$ cat config.mk
export PLATFORM = sky130hd
export DESIGN_NAME = axi_rd_scheduler
export DESIGN_NICKNAME = d
export VERILOG_FILES = /design/src/rtl/axi_rd_scheduler.sv
export SDC_FILE = /design/constraint.sdc
export NUM_CORES = 1
export LEC_CHECK = 0
export CAP_MARGIN = 20
export CORE_MARGIN = 1
export CORE_UTILIZATION = 51
export CTS_BUF_LIST = sky130_fd_sc_hd__clkbuf_8
export CTS_CLUSTER_DIAMETER = 50
export DETAILED_ROUTE_END_ITERATION = 16
export GPL_ROUTABILITY_DRIVEN = 0
export PLACE_DENSITY = 0.94
export RECOVER_POWER = 25
export SKIP_LAST_GASP = 1
export SYNTH_ARGS = -nofsm -noshare
export SYNTH_HDL_FRONTEND = slang
export SYNTH_SLANG_ARGS = --single-unit
export TNS_END_PERCENT = 30
$ cat constraint.sdc
create_clock -name clk -period 3.4 [get_ports clk]
set_input_delay 0.51 -clock clk [delete_from_list [all_inputs] [get_ports clk]]
set_output_delay 0.51 -clock clk [all_outputs]
set_load 0.01 [all_outputs]
$ cat src/rtl/axi_rd_scheduler.sv
// AXI read-address scheduler for a frame fetch: issues generator bursts on AR under
// an outstanding-burst credit limit, assigns rolling ARIDs and checks in-order R completion.
module axi_rd_scheduler #(
  parameter int ID_WIDTH        = 2,
  parameter int ADDR_WIDTH      = 64,
  parameter int MAX_OUTSTANDING = 4,
  parameter int CNT_WIDTH       = 20
) (
  input  logic                                   clk,
  input  logic                                   rst_n,
  input  logic                                   start_pulse,
  input  logic [CNT_WIDTH-1:0]                   total_bursts,
  input  logic                                   req_valid,
  input  logic [ADDR_WIDTH-1:0]                  req_addr,
  input  logic [7:0]                             req_len,
  output logic                                   req_ready,
  output logic [ID_WIDTH-1:0]                    m_axi_arid,
  output logic [ADDR_WIDTH-1:0]                  m_axi_araddr,
  output logic [7:0]                             m_axi_arlen,
  output logic                                   m_axi_arvalid,
  input  logic                                   m_axi_arready,
  input  logic [ID_WIDTH-1:0]                    m_axi_rid,
  input  logic [1:0]                             m_axi_rresp,
  input  logic                                   m_axi_rlast,
  input  logic                                   m_axi_rvalid,
  input  logic                                   m_axi_rready,
  output logic                                   busy,
  output logic                                   done,
  output logic                                   rd_error,
  output logic [$clog2(MAX_OUTSTANDING+1)-1:0]   outstanding
);

  localparam int OW = $clog2(MAX_OUTSTANDING + 1);
  localparam logic [OW:0] CREDITS = (OW+1)'(MAX_OUTSTANDING);

  typedef enum logic [1:0] {IDLE, RUN, DRAIN, DONE} state_t;

  state_t               state;
  logic [CNT_WIDTH-1:0] total;
  logic [CNT_WIDTH-1:0] issued;
  logic [CNT_WIDTH-1:0] completed;
  logic [ID_WIDTH-1:0]  next_id;
  logic [ID_WIDTH-1:0]  exp_rid;
  logic                 ar_hs;
  logic                 r_beat;
  logic                 r_last;
  logic                 credit_ret;
  logic                 accept;
  logic [OW:0]          in_flight;

  assign ar_hs      = m_axi_arvalid && m_axi_arready;
  assign r_beat     = m_axi_rvalid && m_axi_rready;
  assign r_last     = r_beat && m_axi_rlast;
  assign credit_ret = r_last && (outstanding != '0);

  // A pending (accepted but not yet handshaken) AR already holds a credit.
  assign in_flight = {1'b0, outstanding} + {{OW{1'b0}}, m_axi_arvalid};
  assign req_ready = (state == RUN) && (!m_axi_arvalid || m_axi_arready) &&
                     (in_flight < CREDITS) && (issued < total);
  assign accept    = req_valid && req_ready;

  always_ff @(posedge clk or negedge rst_n) begin
    if (!rst_n) begin
      state         <= IDLE;
      total         <= '0;
      issued        <= '0;
      completed     <= '0;
      next_id       <= '0;
      exp_rid       <= '0;
      outstanding   <= '0;
      m_axi_arid    <= '0;
      m_axi_araddr  <= '0;
      m_axi_arlen   <= '0;
      m_axi_arvalid <= 1'b0;
      busy          <= 1'b0;
      done          <= 1'b0;
      rd_error      <= 1'b0;
    end else if (state == IDLE && start_pulse) begin
      total         <= total_bursts;
      issued        <= '0;
      completed     <= '0;
      next_id       <= '0;
      exp_rid       <= '0;
      outstanding   <= '0;
      m_axi_arvalid <= 1'b0;
      rd_error      <= 1'b0;
      if (total_bursts == '0) begin
        state <= DONE;
        done  <= 1'b1;
      end else begin
        state <= RUN;
        busy  <= 1'b1;
      end
    end else begin
      if (accept) begin
        m_axi_araddr  <= req_addr;
        m_axi_arlen   <= req_len;
        m_axi_arid    <= next_id;
        m_axi_arvalid <= 1'b1;
        issued        <= issued + CNT_WIDTH'(1);
        next_id       <= next_id + ID_WIDTH'(1);
      end else if (ar_hs) begin
        m_axi_arvalid <= 1'b0;
      end

      if (ar_hs && !credit_ret) begin
        outstanding <= outstanding + OW'(1);
      end else if (!ar_hs && credit_ret) begin
        outstanding <= outstanding - OW'(1);
      end

      if (r_last) begin
        exp_rid   <= exp_rid + ID_WIDTH'(1);
        completed <= completed + CNT_WIDTH'(1);
      end

      // Errors are recorded but never stall sequencing.
      if ((r_beat && m_axi_rresp != 2'b00) ||
          (r_last && (m_axi_rid != exp_rid || outstanding == '0))) begin
        rd_error <= 1'b1;
      end

      case (state)
        RUN: begin
          if (issued == total && !m_axi_arvalid) begin
            state <= DRAIN;
          end
        end
        DRAIN: begin
          if (outstanding == '0 && completed >= issued) begin
            state <= DONE;
            busy  <= 1'b0;
            done  <= 1'b1;
          end
        end
        DONE: begin
          state <= IDLE;
          done  <= 1'b0;
        end
        default: ;
      endcase
    end
  end

endmodule
==> metrics.yaml <==
wl_um: 17000
r2r_slack_ns: 0.43
drt_iter0_drc: 415
final_cells: 1020
cp.depth: 6
powerDensity_nw_per_um2: 748
r2r_cells: 8
cp_cell_sequence: "ha_1 > nand4_1 > nor4_2 > a22oi_1 > and3_1 > clkdlybuf4s50_1"
hold_violations: 0
drv_cap: 1
placedCellCount: 990
synth_fp_nets: 790
grt_pass1_wl_um: 27500
startpoint: "issued[18]"
grt_pass1_vias: 5666
clk_pin_slew_ns: 0.08
timing.hold.ws_ns: 0.490
fin_nets: 980
hold_depth: 2
ios: 186
cts_hold_buf: 0
syn2layout_area_growth_pct: 34.9
routedWlPerCell_um: 16.7
finalSetupViolCount: 0
cp_max_fo: 5
critPathKind: "flop to output port"
setup_tns_ns: 0
rsz0062_at_grt: "no"
portBuffers: 185
reg2reg_from: "issued[6]"
synth_area_per_cell_um2: 11.0
vias: 5584
vias_per_cell: 5.47
final_common_cell: "clkdlybuf4s50_1"
yosysWarnings: 0
violations: "capacitance limit, slew limit"
insertion_delay_ns: 0.44
vdd_drop_max_v: 0.000497
min_period_ns: 3.26
slowest_delay_ns: 0.49
final.period_utilization: 0.958
slew_violations: 81
mostFrequentLayoutCells: "184 x clkdlybuf4s50_1, 147 x dfrtp_1, 74 x mux2_2"
cts_buffers: 17
cp_slowest_cell: "clkdlybuf4s50_1"
rows: 42
dieArea_um2: 14300
place_hpwl_um: 12500
start_util: 0.528
firstDrtPassIters: 5
clock_skew_ns: 0.0101
regToRegEndpoint: "issued[19]"
drive_gt1_frac: 0.136
worstPathArrival_ns: 2.75
cts-root-buf: "clkbuf_8"
coreArea_um2: 13300
grt_usage: 0.245
tightest_slew_ns: 1.99
clockBufferDepth: 2
seq_area_frac_synth: 0.522
status: "complete, but fails checks"
fin_area_um2: 9510
syn_inst: 643
max_clock_freq_ghz: 0.307
antenna_found_initial: 0
min_to: "total[0]"
grt_max_degree: 99
die-width_um: 120
path_buf_inv: 1
drc_errors: 0
tritoncts: "built"
critPathTopFamily: "simple AND/OR/NAND/NOR gates"
yosysUniqueCellTypes: 42
synth_seq_cells: 147
critical_path.startpoint_type: "flop"
placedInstanceArea_um2: 9120
diodes: 0
ant_nets: 0
cp-end-kind: "output port"
relSlewSlack: -0.327
fp.dieH_um: 120
hp-class: "flop to flop"
power.leakage_nw: 4.17
cts_sinks: 147
hp-start: "total[0]"
cp.required_ns: 2.89
syn-cell-area_um2: 7050
postCtsSetupBuffers: 0
grt-ovfl-total: 0
htree_levels: 4
worst max path at each step:
stage / to
2_1_floorplan: issued[19]
3_3_place_gp: issued[19]
3_5_place_dp: issued[19]
4_1_cts: req_ready
5_1_grt: req_ready
6_report: req_ready
cells by family after synthesis:
logic type,count (synthesis),share of synthesized area
adders and majority gates,43,0.0774
buffers and inverters,73,0.0392
AOI/OAI and AO/OA,100,0.0813
DFF,147,0.522
xor gates and xnor gates,26,0.0323
and+or+nand+nor,179,0.128
muxes,75,0.120
sequential cells by signal (all words and copies together), names as in the netlist:
register       cells
busy               1
completed         20
done               1
exp_rid            2
issued            20
m_axi_araddr      64
m_axi_arid         2
m_axi_arlen        8
m_axi_arvalid      1
next_id            2
outstanding        3
rd_error           1
state              2
total             20
synth_stat cells:
cell	instances	area [um^2]
dfrtp_1	147	3680
mux2_2	74	833
inv_1	51	191
nand2_1	43	161
o21ai_0	43	215
ha_1	42	526
nor2_1	37	139
a21oi_1	30	150
nand3_1	24	120
nand4_1	17	106
or3_1	15	93.8
xnor2_1	15	131
a21o_1	12	90.1
clkbuf_1	12	45.0
nor3_1	12	60.1
nor4_1	12	75.1
xor2_1	11	96.3
buf_1	8	30.0
o31ai_1	5	37.5
and3_1	4	25.0
nand2b_1	4	25.0
a31oi_1	2	12.5
buf_2	2	10.0
o211ai_1	2	15.0
or4_1	2	15.0
a211oi_1	1	7.51
a211oi_2	1	12.5
a22oi_1	1	7.51
a41oi_1	1	8.76
and2_1	1	6.26
and4_1	1	8.76
fa_1	1	20.0
mux2i_1	1	10.0
nand3b_1	1	7.51
nand4_2	1	12.5
nand4b_1	1	8.76
nor2b_1	1	6.26
nor3b_1	1	7.51
nor4b_2	1	15.0
nor4bb_1	1	10.0
o21bai_1	1	7.51
o31a_1	1	8.76
routing by layer:
metal	share of wire	GRT usage
met3	0.050	0.0608
met2	0.52	0.427
met4	0.027	0.105
met5	0	0
met1	0.41	0.287
through the flow:
stage	setup slack [ns]	util	power [mW]
finish	0.143	0.712	7.11
global route	0.0238	0.712	7.53
CTS	0.0969	0.713	7.16
detailed placement	0.373	0.683	5.79
global placement	0.410	0.683	5.62
floorplan	0.681	-	4.22
repair_timing:
action / CTS / global route
gates resized for setup: 0 / 1
endpoints found under the setup margin: 0 / 1
hold endpoints to repair: 0 / 0
cell type report:
class	instances	area [um^2]
multi-input cells	423	3110
well taps	176	220
clock inverters	12	143
fillers	910	3840
flip-flops and latches	147	3680
inverters	51	191
repair buffers	193	1920
clock buffers	18	248
where the power goes:
part	total, mW	leakage (nW)	internal (mW)	switching [mW]
combinational	2.97	2.11	1.68	1.29
sequential	2.78	1.85	2.41	0.376
clock	1.36	0.206	0.728	0.628
total	7.11	4.17	4.82	2.29
worst reg2reg max path, cell delays in order (launching register included):
cell	delay, ns
dfrtp_1	0.45
ha_1	0.34
a41oi_1	0.21
o21ai_0	0.15
a211oi_2	0.31
nand4_4	0.16
or4_1	0.70
or4_1	0.45
a21oi_1	0.14
No activity file was read; power rests on OpenSTA's default activity.
